--- config.mk ---
export PLATFORM = sky130hd
export DESIGN_NAME = uart_tx_scheduler
export DESIGN_NICKNAME = d
export VERILOG_FILES = /design/src/rtl/uart_tx_scheduler.sv
export SDC_FILE = /design/constraint.sdc
export NUM_CORES = 1
export LEC_CHECK = 0
export ABC_AREA = 1
export CAP_MARGIN = 20
export CORE_ASPECT_RATIO = 0.9
export CORE_MARGIN = 8
export CORE_UTILIZATION = 39
export CTS_BUF_LIST = sky130_fd_sc_hd__clkbuf_8
export CTS_CLUSTER_DIAMETER = 30
export DETAILED_ROUTE_END_ITERATION = 16
export PLACE_DENSITY = 0.8
export RECOVER_POWER = 100
export SLEW_MARGIN = 20
export SYNTH_ARGS = -nofsm -noshare
export SYNTH_HDL_FRONTEND = slang
export SYNTH_SLANG_ARGS = --single-unit
--- constraint.sdc ---
create_clock -name clk -period 1.5 [get_ports clk]
set_clock_uncertainty 0.2 [all_clocks]
set_input_delay 0.15 -clock clk [delete_from_list [all_inputs] [get_ports clk]]
set_output_delay 0.15 -clock clk [all_outputs]
set_load 0.01 [all_outputs]
--- src/rtl/uart_tx_scheduler.sv ---
// uart_tx_scheduler
//   Multiplexes NUM_CH first-word-fall-through source FIFOs onto one
//   transmitter input. Channels are granted round-robin, one burst of up
//   to MAX_BURST words per grant. When HEADER_EN is set, each burst is
//   preceded by a header word carrying the channel ID so that the far end
//   can demultiplex the stream.
// Ports
//   clk, rst_n   clock, synchronous active-low reset
//   src_dout     packed source data, channel i at [i*WORD_WIDTH +: WORD_WIDTH]
//   src_empty    per-channel FIFO empty flags
//   src_re       per-channel read strobes (one-hot or zero)
//   tx_din       word offered to the transmitter
//   tx_empty     low when tx_din is valid
//   tx_re        transmitter consumes tx_din this cycle
//   grant_valid  high while a header or burst is in progress
//   grant_id     current / most recently granted channel
module uart_tx_scheduler #(
  parameter int                    NUM_CH     = 4,
  parameter int                    WORD_WIDTH = 8,
  parameter int                    MAX_BURST  = 16,
  parameter int                    HEADER_EN  = 1,
  parameter logic [WORD_WIDTH-1:0] HEADER_TAG = WORD_WIDTH'('hF0),
  localparam int                   ID_W       = (NUM_CH > 2) ? $clog2(NUM_CH) : 1
) (
  input  logic                         clk,
  input  logic                         rst_n,
  input  logic [NUM_CH*WORD_WIDTH-1:0] src_dout,
  input  logic [NUM_CH-1:0]            src_empty,
  output logic [NUM_CH-1:0]            src_re,
  output logic [WORD_WIDTH-1:0]        tx_din,
  output logic                         tx_empty,
  input  logic                         tx_re,
  output logic                         grant_valid,
  output logic [ID_W-1:0]              grant_id
);

  localparam int CNT_W = $clog2(MAX_BURST + 1);

  typedef enum logic [1:0] {IDLE, HEADER, BURST} state_t;

  state_t            state_q, state_d;
  logic [ID_W-1:0]   grant_q, grant_d;
  logic [ID_W-1:0]   ptr_q,   ptr_d;
  logic [CNT_W-1:0]  cnt_q,   cnt_d;

  // Round-robin search: first non-empty channel after the pointer, wrapping.
  logic              found;
  logic [ID_W-1:0]   sel;
  logic [ID_W-1:0]   cand;

  always_comb begin
    found = 1'b0;
    sel   = '0;
    cand  = '0;
    for (int k = 1; k <= NUM_CH; k++) begin
      cand = ID_W'((int'(ptr_q) + k) % NUM_CH);
      if (!found && !src_empty[cand]) begin
        found = 1'b1;
        sel   = cand;
      end
    end
  end

  always_comb begin
    state_d  = state_q;
    grant_d  = grant_q;
    ptr_d    = ptr_q;
    cnt_d    = cnt_q;
    tx_din   = '0;
    tx_empty = 1'b1;
    src_re   = '0;
    case (state_q)
      IDLE: begin
        if (found) begin
          grant_d = sel;
          ptr_d   = sel;
          cnt_d   = '0;
          state_d = (HEADER_EN != 0) ? HEADER : BURST;
        end
      end
      HEADER: begin
        tx_din   = {HEADER_TAG[WORD_WIDTH-1:ID_W], grant_q};
        tx_empty = 1'b0;
        if (tx_re) state_d = BURST;
      end
      BURST: begin
        tx_din   = src_dout[grant_q*WORD_WIDTH +: WORD_WIDTH];
        tx_empty = src_empty[grant_q];
        if (src_empty[grant_q]) begin
          // Source ran dry: give up the grant rather than stall the link.
          state_d = IDLE;
        end else if (tx_re) begin
          src_re[grant_q] = 1'b1;
          cnt_d = cnt_q + CNT_W'(1);
          if (cnt_q == CNT_W'(MAX_BURST - 1)) state_d = IDLE;
        end
      end
      default: state_d = IDLE;
    endcase
    // Reset aborts in the same cycle: no word is offered or popped.
    if (!rst_n) begin
      tx_empty = 1'b1;
      src_re   = '0;
    end
  end

  always_ff @(posedge clk) begin
    if (!rst_n) begin
      state_q <= IDLE;
      grant_q <= '0;
      ptr_q   <= ID_W'(NUM_CH - 1);
      cnt_q   <= '0;
    end else begin
      state_q <= state_d;
      grant_q <= grant_d;
      ptr_q   <= ptr_d;
      cnt_q   <= cnt_d;
    end
  end

  assign grant_valid = (state_q != IDLE);
  assign grant_id    = grant_q;

endmodule
==> results.sh <==
export IMPL_syn_nets=255
export IMPL_crit_path_frequent_cell="nand2_2"
export IMPL_crit_path_max_fanout=3
export IMPL_dp_hpwl_um=3870
export IMPL_clk_pin_slew_ns=0.05
export IMPL_hp_class="register to register"
export IMPL_hold_path_startpoint="grant_id[0]"
export IMPL_worst_slew_pin_slew_ns=0.266
export IMPL_max_slew_margin_pct=82.2
export IMPL_setup_viol=24
export IMPL_totalWireLength_um=7380
export IMPL_h_tree_depth=1
export IMPL_rsz0062_at_grt="yes"
export IMPL_period_minus_slack_ns=1.95
export IMPL_design_die_area_um2=5320
export IMPL_ys_warn_count=0
export IMPL_synth_avg_cell_area_um2=6.01
export IMPL_pin_count=55
export IMPL_routedWlPerCell_um=20.6
export IMPL_ys_seq_elements=11
export IMPL_synth_distinct_cells=28
export IMPL_wl_met2_um=3370
export IMPL_antenna_found_initial=1
export IMPL_totalPowerFinal_mw=5.67
export IMPL_synth_area_um2=1260
export IMPL_violations="setup timing"
export IMPL_whs_path_depth=2
export IMPL_numPortBuffers=54
export IMPL_drc=0
export IMPL_finalCritPeriodShare_pct=130
export IMPL_grt_max_degree=9
export IMPL_nets=362
export IMPL_crit_required_ns=1.43
export IMPL_end_kind="register"
export IMPL_power_density_nw_per_um2=2100
export IMPL_die_w_um=76.0
export IMPL_crit_start="cnt_q[1]"
export IMPL_critical_path_top_delay_family="simple AND/OR/NAND/NOR gates"
export IMPL_path_buf_inv=1
export IMPL_fin_cells=358
export IMPL_cts_buffer_depth=2
export IMPL_critPathArrivalTime_ns=1.88
export IMPL_core_um2=3070
export IMPL_clock_latency_ns=0.24
export IMPL_reg2reg_from="cnt_q[1]"
export IMPL_p_leak_nw=1.20
export IMPL_route_antenna_remaining_nets=0
export IMPL_fin_util_pct=87.9
export IMPL_path_class="register to register"
export IMPL_peakVddDrop_mv=1.68
export IMPL_hold_viol_final=0
export IMPL_top_layer="met5"
export IMPL_ctsHoldBuffers=0
export IMPL_synth_area_top_cells="nand2_1 (19%), dfxtp_1 (17%), nand3_1 (7.9%)"
export IMPL_vias_per_cell=5.97
export IMPL_drv_slew=0
export IMPL_synth_top_area_share_pct=19.3
export IMPL_diodes=0
export IMPL_vias=2139
export IMPL_met1_length_um=2800
export IMPL_drtIter0Drc=99
export IMPL_fp_row_count=19
export IMPL_wl_met3_um=822
export IMPL_gp_congestion=0.892
export IMPL_ff2ff_path_depth=11
export IMPL_grt_ovfl_total=0
export IMPL_dr_pass1_iters=5
export IMPL_max_cap_viol_count=0
export IMPL_fmax_mhz=514
export IMPL_worst_path_stages=11
export IMPL_worst_slack_ns=-0.447
export IMPL_grt_pass1_wl_um=9040
export IMPL_critPathSlowestCell="dfxtp_2"
export IMPL_yosysSeqAreaShare_pct=17.4
export IMPL_outcome="complete, but fails checks"
export IMPL_drive_above_1_share_pct=57.0
export IMPL_start_util_pct=41.2
export IMPL_cts_root_buffer="clkbuf_8"
export IMPL_clkSinkCount=11
export IMPL_cpPeakStageDelay_ns=0.33
export IMPL_syn_inst=210
export IMPL_numCtsBuffers=3
export IMPL_crit_chain="ha_4 > nand2_2 > nor2_1 > ha_2 > o21a_1 > o22ai_1 > inv_1 > nand2_2 > nand2_2 > nand2_2 > nor2_2"
export IMPL_die_h_um=70.0
export IMPL_start_kind="register"
export IMPL_place_inst=342
export IMPL_synth_top_area_cell="nand2_1"
export IMPL_grt_use_total_pct=20.1
export IMPL_tritoncts="built"
export IMPL_grt_pass1_vias=1891
export IMPL_area_delta_synth_final_pct=114
-- cells in the final DEF (no fill, tap or decap), drive strengths merged --
cell type	instances
a21oi	19
nand4	4
ha	6
a22oi	2
buf	65
nor3	3
nor3b	1
o21ai	7
o21a	1
dlygate4sd2	6
inv	24
clkbuf	4
nand2	77
dfxtp	11
or2	2
o22ai	3
a221oi	6
nor2	17
nand3	22
clkdlybuf4s50	34
a31oi	2
-- area by class of cell --
class,instances,area [um2]
Multi-Input combinational cell,172,1340
Timing Repair Buffer,106,907
Fill cell,146,370
Sequential cell,11,243
Inverter,23,106
Tap cell,42,52.6
Clock buffer,3,41.3
Clock inverter,1,3.75
-- stage by stage --
stage / TNS [ns] / hold WS, ns / area [um2] / worst slack (ns)
after floorplan: -0.287 / 0.252 / 1380 / -0.0823
after global placement: -11.42 / 0.325 / 2240 / -0.598
after detailed placement: -12.43 / 0.349 / 2240 / -0.677
after CTS: -4.99 / 0.345 / 2480 / -0.257
after global routing: -8.29 / 0.404 / 2700 / -0.493
final: -6.66 / 0.380 / 2700 / -0.447
-- path summary, 6_finish.rpt --
check                                   end  slack [ns]
worst min register to register  grant_id[0]        0.38
worst max register to register   state_q[1]       -0.45
worst min-delay path            grant_id[0]        0.38
worst max-delay path             state_q[1]       -0.45
-- worst register-to-register path, cell delays in order, from the launching register on --
cell,delay (ns)
dfxtp_2,0.33
ha_4,0.16
nand2_2,0.08
nor2_1,0.06
ha_2,0.18
o21a_1,0.19
o22ai_1,0.18
inv_1,0.14
nand2_2,0.13
nand2_2,0.06
nand2_2,0.07
nor2_2,0.04
-- power by group --
group,internal [mW],total (mW),switching [mW]
clock network,0.181,0.306,0.125
registers,0.456,0.629,0.173
logic,2.06,4.73,2.68
-- per-layer routing --
layer,track usage [%],up-vias
met2,35.0,178
met5,0,-
li1,-,919
met1,23.7,992
met3,4.99,48
met4,5.22,2
-- sequential cells by signal, summed over array words and instances (netlist names) --
register	count
cnt_q	5
grant_id	2
state_q	2
ptr_q	2
-- cell families after synthesis --
kind of cell               after synthesis  share of synthesized area, %
adders and majority gates                6                          5.95
AOI/OAI and AO/OA                       40                          19.0
and+or+nand+nor                        125                          48.4
buffers and inverters                   28                          9.22
DFF                                     11                          17.4
-- cell usage after synthesis, drive strengths merged --
cell / count
nand2: 77
nor2: 17
o21a: 1
dfxtp: 11
a221oi: 6
clkbuf: 1
inv: 23
o21ai: 7
nand4: 3
or2: 2
a22oi: 2
ha: 6
a31oi: 2
nor3: 3
a21oi: 19
buf: 4
nor3b: 1
o22ai: 3
nand3: 22
-- timing repair --
item,4_1_cts,5_1_grt
gates cloned,1,0
gates resized for setup,130,43
endpoints found under the hold margin,0,0
buffers inserted,4,7
pin swaps,36,32
endpoints found under the setup margin,27,25
No activity file was read; power rests on OpenSTA's default activity.
